File: src/rtl/led_pwm_ctrl.sv
// led_pwm_ctrl: Avalon-MM register block driving 8 LEDs with independent
// 8-bit PWM brightness and an optional global blink gate.
// Optional feature macro: LED_PWM_BLINK_EN (blink counter, blink_phase and
// BLINK_PERIOD register are built only when it is defined).
module led_pwm_ctrl #(
    parameter int unsigned PRESCALE = 1
) (
    input  logic        CLK,
    input  logic        RESET_N,
    input  logic [2:0]  avs_address,
    input  logic        avs_write,
    input  logic [31:0] avs_writedata,
    input  logic        avs_read,
    output logic [31:0] avs_readdata,
    output logic [7:0]  LED
);

    localparam logic [15:0] LP_TICK_MAX = 16'(PRESCALE - 1);

    // Programmable state
    logic        r_enable;
    logic [7:0]  r_mask;
    logic [31:0] r_duty_lo;
    logic [31:0] r_duty_hi;

    // Counters
    logic [15:0] r_tick_cnt;
    logic [7:0]  r_pwm_cnt;

    // Outputs
    logic [31:0] r_readdata;
    logic [7:0]  r_led;

    // Combinational helpers
    logic        w_tick;
    logic        w_frame;
    logic [63:0] w_duty_all;
    logic [7:0]  w_lit;
    logic [7:0]  w_led_next;
    logic [31:0] w_rdata;
    logic        w_blink_en;
    logic        w_blink_phase;
    logic [23:0] w_blink_period;
    logic        w_blink_gate;

    assign w_tick     = (r_tick_cnt == LP_TICK_MAX);
    assign w_frame    = w_tick & (r_pwm_cnt == 8'hFF);
    assign w_duty_all = {r_duty_hi, r_duty_lo};

    // Tick divider: counts 0..PRESCALE-1 and wraps on tick
    always_ff @(posedge CLK or negedge RESET_N) begin
        if (!RESET_N) begin
            r_tick_cnt <= 16'd0;
        end else if (w_tick) begin
            r_tick_cnt <= 16'd0;
        end else begin
            r_tick_cnt <= r_tick_cnt + 16'd1;
        end
    end

    // PWM position counter: advances once per tick, 255 wraps to 0
    always_ff @(posedge CLK or negedge RESET_N) begin
        if (!RESET_N) begin
            r_pwm_cnt <= 8'd0;
        end else if (w_tick) begin
            r_pwm_cnt <= r_pwm_cnt + 8'd1;
        end else begin
            r_pwm_cnt <= r_pwm_cnt;
        end
    end

    // Host-writable enable, mask and duty registers
    always_ff @(posedge CLK or negedge RESET_N) begin
        if (!RESET_N) begin
            r_enable  <= 1'b0;
            r_mask    <= 8'h00;
            r_duty_lo <= 32'd0;
            r_duty_hi <= 32'd0;
        end else if (avs_write) begin
            case (avs_address)
                3'd0:    r_enable  <= avs_writedata[0];
                3'd1:    r_mask    <= avs_writedata[7:0];
                3'd2:    r_duty_lo <= avs_writedata;
                3'd3:    r_duty_hi <= avs_writedata;
                default: r_enable  <= r_enable;
            endcase
        end else begin
            r_enable <= r_enable;
        end
    end

`ifdef LED_PWM_BLINK_EN
    logic        r_blink_en;
    logic [23:0] r_blink_period;
    logic [23:0] r_blink_cnt;
    logic        r_blink_phase;
    logic        w_period_wr;

    assign w_period_wr = avs_write & (avs_address == 3'd4);

    // Blink enable bit (CTRL[1]) and blink half-period register
    always_ff @(posedge CLK or negedge RESET_N) begin
        if (!RESET_N) begin
            r_blink_en     <= 1'b0;
            r_blink_period <= 24'd0;
        end else if (avs_write && (avs_address == 3'd0)) begin
            r_blink_en <= avs_writedata[1];
        end else if (w_period_wr) begin
            r_blink_period <= avs_writedata[23:0];
        end else begin
            r_blink_en <= r_blink_en;
        end
    end

    // Blink frame counter; toggles phase every BLINK_PERIOD frames.
    // A period write restarts the half-period in the lit phase; the >=
    // compare keeps a shrunk period from running the counter past its end.
    always_ff @(posedge CLK or negedge RESET_N) begin
        if (!RESET_N) begin
            r_blink_cnt   <= 24'd0;
            r_blink_phase <= 1'b0;
        end else if (w_period_wr) begin
            r_blink_cnt   <= 24'd0;
            r_blink_phase <= 1'b1;
        end else if (r_blink_period == 24'd0) begin
            r_blink_cnt   <= 24'd0;
            r_blink_phase <= 1'b1;
        end else if (w_frame) begin
            if (r_blink_cnt >= (r_blink_period - 24'd1)) begin
                r_blink_cnt   <= 24'd0;
                r_blink_phase <= ~r_blink_phase;
            end else begin
                r_blink_cnt <= r_blink_cnt + 24'd1;
            end
        end else begin
            r_blink_cnt <= r_blink_cnt;
        end
    end

    assign w_blink_en     = r_blink_en;
    assign w_blink_phase  = r_blink_phase;
    assign w_blink_period = r_blink_period;
`else
    assign w_blink_en     = 1'b0;
    assign w_blink_phase  = 1'b1;
    assign w_blink_period = 24'd0;
`endif

    assign w_blink_gate = ~w_blink_en | w_blink_phase;

    // Per-LED PWM compare: 0xFF is fully lit, otherwise lit while pwm_cnt < duty
    always_comb begin
        w_lit = 8'h00;
        for (int i = 0; i < 8; i++) begin
            if (w_duty_all[8*i +: 8] == 8'hFF) begin
                w_lit[i] = 1'b1;
            end else if (r_pwm_cnt < w_duty_all[8*i +: 8]) begin
                w_lit[i] = 1'b1;
            end else begin
                w_lit[i] = 1'b0;
            end
        end
    end

    assign w_led_next = (r_enable & w_blink_gate) ? (w_lit & r_mask) : 8'h00;

    // LED output register
    always_ff @(posedge CLK or negedge RESET_N) begin
        if (!RESET_N) begin
            r_led <= 8'h00;
        end else begin
            r_led <= w_led_next;
        end
    end

    // Read data selection from current (pre-write) register state
    always_comb begin
        w_rdata = 32'd0;
        case (avs_address)
            3'd0:    w_rdata = {30'd0, w_blink_en, r_enable};
            3'd1:    w_rdata = {24'd0, r_mask};
            3'd2:    w_rdata = r_duty_lo;
            3'd3:    w_rdata = r_duty_hi;
            3'd4:    w_rdata = {8'd0, w_blink_period};
            3'd5:    w_rdata = {23'd0, w_blink_phase, r_pwm_cnt};
            default: w_rdata = 32'd0;
        endcase
    end

    // Read data register: latency 1, holds until the next read
    always_ff @(posedge CLK or negedge RESET_N) begin
        if (!RESET_N) begin
            r_readdata <= 32'd0;
        end else if (avs_read) begin
            r_readdata <= w_rdata;
        end else begin
            r_readdata <= r_readdata;
        end
    end

    assign avs_readdata = r_readdata;
    assign LED          = r_led;

endmodule

File: config.mk
export PLATFORM = sky130hd
export DESIGN_NAME = led_pwm_ctrl
export DESIGN_NICKNAME = d
export VERILOG_FILES = /design/src/rtl/led_pwm_ctrl.sv
export SDC_FILE = /design/constraint.sdc
export NUM_CORES = 1
export LEC_CHECK = 0
export CAP_MARGIN = 0
export CELL_PAD_IN_SITES_DETAIL_PLACEMENT = 1
export CELL_PAD_IN_SITES_GLOBAL_PLACEMENT = 2
export CORE_UTILIZATION = 42
export CTS_CLUSTER_DIAMETER = 30
export DETAILED_ROUTE_END_ITERATION = 10
export DONT_BUFFER_PORTS = 1
export GPL_TIMING_DRIVEN = 0
export HOLD_SLACK_MARGIN = 0.02
export PLACE_DENSITY = 0.91
export SYNTH_ARGS = -nofsm -noshare
export SYNTH_HDL_FRONTEND = slang
export SYNTH_SLANG_ARGS = --single-unit
File: constraint.sdc
create_clock -name CLK -period 2.25 [get_ports CLK]
set_clock_uncertainty 0.15 [all_clocks]
set_input_delay 0.45 -clock CLK [delete_from_list [all_inputs] [get_ports CLK]]
set_output_delay 0.45 -clock CLK [all_outputs]
set_load 0.05 [all_outputs]
Word level (Yosys, flattened, before mapping):

Index checks and enable logic that the tools add are counted.

* input port bits: 39
* word-level logic and storage cells: 56
* flip-flop bits (word level): 137

* reductions and logical operators: 6
* bitwise logic cells: 1
* $add $sub $neg: 2
* order comparisons: 8
* mux-type cells: 19
* equal/unequal tests: 12

Operator list (count)
* 32-bit case mux with 5 select lines: 1
* 8-bit == test (second input constant): 8
* 8-bit less-than comparator: 8
* 16-bit by 1-bit adder with 16-bit output (second input constant): 1
* 16-bit zero test: 1
* 1-bit 2-to-1 mux: 16
* 16-bit 2-to-1 mux: 1
* 8-bit by 1-bit adder with 8-bit output (second input constant): 1
* 8-bit bitwise AND: 1
* 8-bit 2-to-1 mux: 1
* 2-bit AND reduction: 4
* 3-bit by 2-bit == test with 1-bit output (second input constant): 2
* 3-bit by 1-bit == test with 1-bit output (second input constant): 1
* 3-bit == test (second input constant): 1
* 3-bit zero test: 1

Longest topological paths before layout:

Gate-level depths: netlist of run 1.

* depth in word-level cells: 5
* depth in mapped cells: 7

Least setup slack after synthesis of run 1:

No wires, ideal clock.

* path kind: input to register
* start: input port avs_address[2]
* end: register r_duty_lo[0]
* path buffers: 3
* slack: 0.323 ns
* required time: 1.973 ns
* arrival: 1.649 ns
* stages on the path: 6
* cells stage by stage: buf_4 -> nor3b_4 -> and2_1 -> buf_2 -> buf_4 -> mux2_1

* word-level cells in the longest chain between the ends: 2

Ends and longest elaborated chain
* start, declared: RTL line 10 `input logic [2:0] avs_address,`
* 3-bit by 2-bit == test with 1-bit output: RTL line 80 `case (avs_address)`
* 2-bit AND reduction (no line)
* end signal, assigned: RTL line 83 `3'd2: r_duty_lo <= avs_writedata;`
* end, declared: RTL line 23 `logic [31:0] r_duty_lo;`

Every way passes these cells.
A chain may end at the register's enable or synchronous reset.

Worst setup path in the final report of run 1:

* start: register r_pwm_cnt[1]
* end: register r_led[3] (netlist: LED[3])

* word-level cells in the longest chain between the ends: 5

Ends and longest elaborated chain
* start, declared: RTL line 28 `logic [7:0] r_pwm_cnt;`
* start signal, assigned: RTL line 66 `r_pwm_cnt <= r_pwm_cnt + 8'd1;`
* start signal, assigned: RTL line 68 `r_pwm_cnt <= r_pwm_cnt;`
* 8-bit less-than comparator: RTL line 157 `end else if (r_pwm_cnt < w_duty_all[8*i +: 8]) begin`
* 1-bit 2-to-1 mux: RTL line 157
* 1-bit 2-to-1 mux: RTL line 155 `if (w_duty_all[8*i +: 8] == 8'hFF) begin`
* 8-bit bitwise AND: RTL line 165 `assign w_led_next = (r_enable & w_blink_gate) ? (w_lit & r_mask) : 8'h00;`
* 8-bit 2-to-1 mux: RTL line 165
* named net w_led_next[3]: RTL line 39 `logic [7:0] w_led_next;`
* end signal, assigned: RTL line 172 `r_led <= w_led_next;`
* end, declared: RTL line 32 `logic [7:0] r_led;`

The timed path passes the listed nets, and every way through them passes these cells.

==> key figures, run 1 <==
Outcome
  – Status: complete, but fails checks
  – Failing checks: negative hold slack

Die
  – Die Wd: around 130 um
  – Initial Util: 0.429
  – I/O Pins: 79
  – Die Span Y: between 100 and 150 um
  – Core Rows: 48
  – Die area: between 15000 and 20000 sq um
  – Core area: about 17000 sq um

Layout
  – Register area: 3430 sq um
  – P&R area growth vs syn: 17.1%
  – Share of cells above drive strength 1: 0.140
  – Commonest non-fill, non-tap cells in the layout: dfrtp_1 (136), inv_1 (84), ha_1 (59)
  – Layout Nets: roughly 850
  – Commonest non-fill, non-tap cell in the layout: dfrtp_1
  – Post-route cell area: 8660 sq um
  – Area of the multi-input gates: about 3400 sq um
  – Fillcell total: 1900

Pwr
  – Final Power: 7.71 mW
  – VDD IR max: between 0.5 and 0.6 mV
  – Leakage power: between 3 and 4 nW
  – Pwr dens: 891 nW/um^2
  – Clock power frac: 0.396
  – P_sw: around 2.3 mW
  – Logic gate share of total power: 0.157
  – Pint: between 5 and 6 mW
  – Net Sw Frac: 0.303
  – Sequential cell fraction of total power: 0.448

GRT
  – Met1 usage: 0.302
  – Busiest grt layer: met2
  – Global route overflow: 0
  – Met2 usage: 0.462
  – Vias in the first global route: about 6600
  – Met3 Use GR: 0.0642
  – Initial antenna violation count: 2
  – Pin count of the biggest net entering global routing: approximately 140
  – First-pass GRT wire length: approximately 36 mm
  – GRT Total Usage: 0.267

Setup path
  – CP required: 2.43 ns
  – Crit. End Element: flip-flop
  – Critical path type: flip-flop to flip-flop
  – Setup crit start kind: flip-flop
  – Worst setup path startpoint: r_pwm_cnt[1]
  – Crit Path Max Fanout: 14
  – Worst r2r src: r_pwm_cnt[1]
  – Critical Path AT: about 2.3 ns

Drt
  – Post-route DRC: 0
  – Via count: about 5700
  – Initial DRC Count: 310
  – Final WL: 22.3 mm
  – Pre-antenna DRT Iters: 4
  – WL/cell: around 23 um
  – Vias/cell: roughly 5.8
  – Antenna viol nets, final: 0

STA
  – # setup viols final: 0
  – FMAX: approximately 460 MHz
  – Hold slack: -0.439 ns
  – TNS Setup: 0 ns
  – RSZ-0062 raised after global routing: false
  – Final Max Slew Viols: 0
  – Worst-margin pin slew: 0.818 ns
  – Rel. slew slack: 0.455
  – Tcrit/Tclk final: 0.959
  – Final min period: between 2 and 2.5 ns
  – Final Hold Fails: 137

Synth
  – Synth top area share: 0.463
  – Post-synth EDFFs: 0
  – Syn Nets: 793
  – Syn avg cell area: 10.6 sq um
  – Synth cell types: 52
  – Seq/Total Area, Yosys: 0.463
  – Synth async-reset ratio: 1.00
  – Post-Synthesis Cells: between 600 and 700
  – Leading area contributor after synthesis: dfrtp_1
  – Synth top area cells: dfrtp_1 (46%), ha_1 (10%), mux2_4 (6.1%), inv_1 (4.3%), o21ai_0 (3.2%)
  – Commonest register cell after synthesis: dfrtp_1
  – Warnings from Yosys: 0
  – Yosys reg bits: approximately 140
  – Cell area after synthesis: 7400 sq um

Clock network
  – Clock Sinks: between 100 and 150
  – CTS tree: yes
  – Total CTS buffers: 17
  – Root Driver: clkbuf_16
  – Post-CTS Setup Repair Bufs: 0
  – Clock transition at path regs: ~0.060 ns
  – H-tree Lvls: 4
  – Worst-skew pair later-pin latency: roughly 0.43 ns
  – Max clock buf depth: 2

Placed design
  – Dpl hpwl: approximately 15 mm
  – Port bufs: 0
  – RePlAce Congestion: 0.848
  – Placed instance area: around 7700 sq um

Run
  – Total of max-cap violations: 0

Min path
  – Hold Crit Class: input port to async pin
-- critical path, cell delays in order (launching register included) --
cell and delay [ns]:
dfrtp_1 0.64, ha_1 0.36, or3b_2 0.47, o211ai_1 0.10, a2111oi_0 0.11, o21ai_0 0.21
-- layout make-up --
| cell class | instances | share of cell area |
|---|---|---|
| Multi-Input combinational cell | 444 | 0.398 |
| Sequential cell | 137 | 0.396 |
| Clock buffer | 21 | 0.0555 |
| Timing Repair Buffer | 33 | 0.0381 |
| Inverter | 84 | 0.0364 |
| Tap cell | 225 | 0.0325 |
| Buffer | 30 | 0.0238 |
| Clock inverter | 10 | 0.0191 |
| Antenna cell | 2 | 0.000578 |
-- synthesized netlist by cell type, drive strengths merged (5+ instances only) --
master / count
o211ai: 11
a21oi: 12
nand4: 22
xor2: 6
nand2: 57
mux2: 51
nor3: 7
a211o: 7
buf: 23
ha: 59
nand3: 10
o22ai: 26
nor3b: 7
nor2: 27
a22oi: 28
inv: 84
o21ai: 48
dfrtp: 137
clkbuf: 7
mux2i: 5
xnor2: 15
-- metrics by stage --
step / setup WS, ns / cells / utilization
after global routing: 0.0242 / 986 / 0.503
final: 0.0923 / 986 / 0.503
after global placement: -0.0513 / 920 / 0.446
after floorplan: 0.323 / 695 / -
after CTS: 0.105 / 983 / 0.502
after detailed placement: -0.0955 / 920 / 0.446
-- sequential cells by signal, indices dropped and copies added, names as in the netlist --
register / flops
r_enable: 1
r_pwm_cnt: 8
LED: 8
avs_readdata: 32
r_tick_cnt: 16
r_duty_lo: 32
r_mask: 8
r_duty_hi: 32
-- power groups by stage --
stage               sequential [mW]  clock, mW  combinational, mW
detailed placement             3.48          0               1.12
global route                   3.49       3.19               1.35
global placement               3.46          0               1.03
finish                         3.45       3.05               1.21
floorplan                      3.32          0              0.868
CTS                            3.45       3.09               1.21
-- routing by layer --
layer,part of all wire,up-vias
met4,0.044,0
met2,0.51,172
li1,-,2573
met1,0.39,2917
met5,0,-
met3,0.055,68
-- path summary, 6_finish.rpt --
check | end | slack [ns] | depth (start not counted)
worst min-delay path | avs_readdata[30] | -0.44 | 0
worst max register to register | LED[3] | 0.09 | 5
min in group CLK | r_duty_lo[20] | 0.03 | 2
worst max-delay path | LED[3] | 0.09 | 5
worst min register to register | r_tick_cnt[15] | 0.33 | 1
max in group asynchronous | avs_readdata[12] | 2.17 | 0
-- kinds of logic (layout without fill, tap and decap cells) --
group | Yosys count | after routing | synth area share
other | 0 | 2 | 0
buffers and inverters | 114 | 178 | 0.0705
adder cells (fa/ha/maj) | 59 | 59 | 0.0998
XOR/XNOR | 21 | 21 | 0.0249
flip-flops | 137 | 137 | 0.463
multiplexers | 56 | 56 | 0.0996
AND/OR/NAND/NOR | 154 | 154 | 0.108
AO/OA/AOI/OAI | 154 | 154 | 0.134
-- timing repair --
| action | 4_1_cts | 5_1_grt |
|---|---|---|
| hold buffers | 32 | 1 |
| endpoints found under the hold margin | 204 | 138 |
| setup endpoints to repair | 0 | 1 |
| resized for setup | 0 | 1 |
Power figures use the tool's default switching activity.
==> run 2, diff against run 1 <==
CELL_PAD_IN_SITES_DETAIL_PLACEMENT = default   (was 1)
CELL_PAD_IN_SITES_GLOBAL_PLACEMENT = default   (was 2)
CORE_UTILIZATION = 60   (was 42)
PLACE_DENSITY = 0.87   (was 0.91)
==> run 2 against run 1 <==
Compared with the run above: the flow still finishes with violations (negative hold slack); critical path depth down 1; design area about the same; core utilization up 22 points; largest cell class unchanged; non-clock buffer count up 1.
==> key figures, run 2 (synthesis results as in run 1) <==
Outcome
  – Status: complete, but fails checks (unchanged)
  – Failing checks: negative hold slack (unchanged)

GRT
  – Pin count of the biggest net entering global routing: 138 (unchanged)
  – Vias in the first global route: 6357 (was 6571)
  – Initial antenna violation count: 0 (was 2)
  – GRT Total Usage: 0.348 (was 0.267)
  – First-pass GRT wire length: 33.2 mm (was 36.2 mm)
  – Global route overflow: 0 (unchanged)

Pwr
  – P_sw: 2.34 mW (about the same)
  – Leakage power: 4.01 nW (was 3.97 nW)
  – Clock power frac: 0.429 (was 0.396)
  – Net Sw Frac: 0.287 (was 0.303)
  – Logic gate share of total power: 0.150 (was 0.157)
  – Pwr dens: 943 nW/um^2 (was 891 nW/um^2)
  – Sequential cell fraction of total power: 0.421 (was 0.448)
  – VDD IR max: 0.536 mV (was 0.560 mV)
  – Pint: 5.83 mW (was 5.38 mW)

Setup path
  – Depth of the worst register-to-register path: 4 (was 5)
  – Critical Path AT: 2.25 ns (was 2.34 ns)
  – Crit. End Element: flip-flop (unchanged)
  – R2r setup slk: 0.13 ns (was 0.09 ns)
  – Crit Path Max Fanout: 13 (was 14)
  – CP required: 2.38 ns (was 2.43 ns)
  – Setup crit start kind: flip-flop (unchanged)
  – Critical path type: flip-flop to flip-flop (unchanged)
  – R2r endpoint: LED[3] (unchanged)
  – Worst r2r src: r_pwm_cnt[2] (was r_pwm_cnt[1])

Drt
  – Post-route DRC: 0 (unchanged)
  – WL/cell: 23.1 um (was 22.7 um)
  – Final WL: 20.9 mm (was 22.3 mm)
  – Initial DRC Count: 630 (was 310)
  – Pre-antenna DRT Iters: 5 (was 4)
  – Vias/cell: 6.63 (was 5.81)
  – Antenna viol nets, final: 0 (unchanged)
  – Via count: 6017 (was 5730)

Layout
  – Layout Nets: 846 (was 845)
  – Commonest non-fill, non-tap cells in the layout: dfrtp_1 (136), inv_1 (84), ha_1 (59) (unchanged)
  – Number of diodes: 0 (was 2)
  – Share of cells above drive strength 1: 0.141 (was 0.140)
  – P&R area growth vs syn: 17.1% (about the same)
  – Commonest non-fill, non-tap cell in the layout: dfrtp_1 (unchanged)

Die
  – Core Rows: 40 (was 48)
  – Die Wd: 113 um (was 135 um)
  – Die area: 12800 sq um (was 18100 sq um)
  – Initial Util: 0.616 (was 0.429)
  – Core area: 12000 sq um (was 17200 sq um)
  – Die Span Y: 113 um (was 135 um)
  – I/O Pins: 79 (unchanged)

Clock network
  – Root Driver: clkbuf_16 (unchanged)
  – Total CTS buffers: 17 (unchanged)
  – H-tree Lvls: 4 (unchanged)
  – Clock transition at path regs: 0.06 ns (about the same)
  – Clock Sinks: 137 (unchanged)
  – Max clock buf depth: 2 (unchanged)
  – CTS tree: yes (unchanged)
  – Worst-skew pair later-pin latency: 0.43 ns (about the same)

Placed design
  – Dpl hpwl: 13.3 mm (was 15.4 mm)
  – Post-place setup slack: -0.0136 ns (was -0.0955 ns)
  – Port bufs: 0 (unchanged)
  – RePlAce Congestion: 0.936 (was 0.848)

STA
  – Worst setup margin: 0.127 ns (was 0.0923 ns)
  – Final min period: 2.12 ns (was 2.16 ns)
  – Tcrit/Tclk final: 0.944 (was 0.959)
  – FMAX: 471 MHz (was 463 MHz)
  – Hold slack: -0.440 ns (was -0.439 ns)
  – Final Hold Fails: 137 (unchanged)
  – RSZ-0062 raised after global routing: false (unchanged)
  – Worst-margin pin slew: 0.737 ns (was 0.818 ns)
  – # setup viols final: 0 (unchanged)
  – Rel. slew slack: 0.509 (was 0.455)
  – TNS Setup: 0 ns (unchanged)
  – Final Max Slew Viols: 0 (unchanged)

Run
  – Total of max-cap violations: 0 (unchanged)

Min path
  – Hold Crit Class: input port to async pin (unchanged)
-- run 2: area by class of cell --
| type | instances | area (sq um) |
|---|---|---|
| repair buffers | 34 | 340 |
| well taps | 147 | 184 |
| fillers | 759 | 3340 |
| inverters | 84 | 315 |
| flip-flops and latches | 137 | 3430 |
| plain buffers | 30 | 206 |
| multi-input cells | 444 | 3450 |
| clock buffers | 21 | 480 |
| clock inverters | 11 | 262 |
-- run 2: layer usage --
metal / vias up / track usage / wire length, um
met1: 2935 / 0.400 / 7770
met4: 0 / 0.232 / 1210
met5: - / 0 / 0
met2: 382 / 0.574 / 10100
met3: 120 / 0.0911 / 1810
li1: 2580 / - / -
-- run 2: critical path, cell delays in order (launching register included) --
cell and delay [ns]:
dfrtp_1 0.65, ha_1 0.44, o211ai_1 0.12, a2111oi_1 0.43, o21ai_0 0.17
-- run 2: timing repair --
action	CTS	global route
endpoints found under the setup margin	0	1
hold buffers	32	2
endpoints found under the hold margin	200	139
gates resized for setup	0	2
buffers inserted	0	0
-- run 2: per-stage QoR --
stage               instance area (sq um)  instances  total power, mW   util
floorplan                            7400        695             4.19      -
global placement                     7580        842             4.44  0.631
detailed placement                   7580        842             4.54  0.631
CTS                                  8640        906             8.11  0.720
global route                         8670        908             8.41  0.722
finish                               8670        908             8.17  0.722
-- run 2: worst max-delay path by stage --
stage / cells after the start / from / slack [ns] / to
5_1_grt: 5 / r_pwm_cnt[5] / 0.09 / LED[6]
6_report: 4 / r_pwm_cnt[2] / 0.13 / LED[3]
4_1_cts: 5 / r_pwm_cnt[1] / 0.03 / LED[3]
3_3_place_gp: 6 / avs_address[0] / 0.04 / r_duty_lo[0]
2_1_floorplan: 6 / avs_address[2] / 0.32 / r_duty_lo[0]
3_5_place_dp: 6 / avs_address[0] / -0.01 / r_duty_lo[16]
-- run 2: power by group through the flow --
| stage | combinational (mW) | clock [mW] | sequential (mW) |
|---|---|---|---|
| after global routing | 1.36 | 3.59 | 3.47 |
| after global placement | 1.01 | 0 | 3.44 |
| after floorplan | 0.868 | 0 | 3.32 |
| after detailed placement | 1.09 | 0 | 3.45 |
| final | 1.22 | 3.51 | 3.44 |
| after CTS | 1.19 | 3.50 | 3.42 |
==> run 3, diff against run 2 <==
CAP_MARGIN = default   (was 0)
SLEW_MARGIN = 20   (was default)
==> results of run 3 <==
Final layout, timing and power as in run 2 (identical DEF).
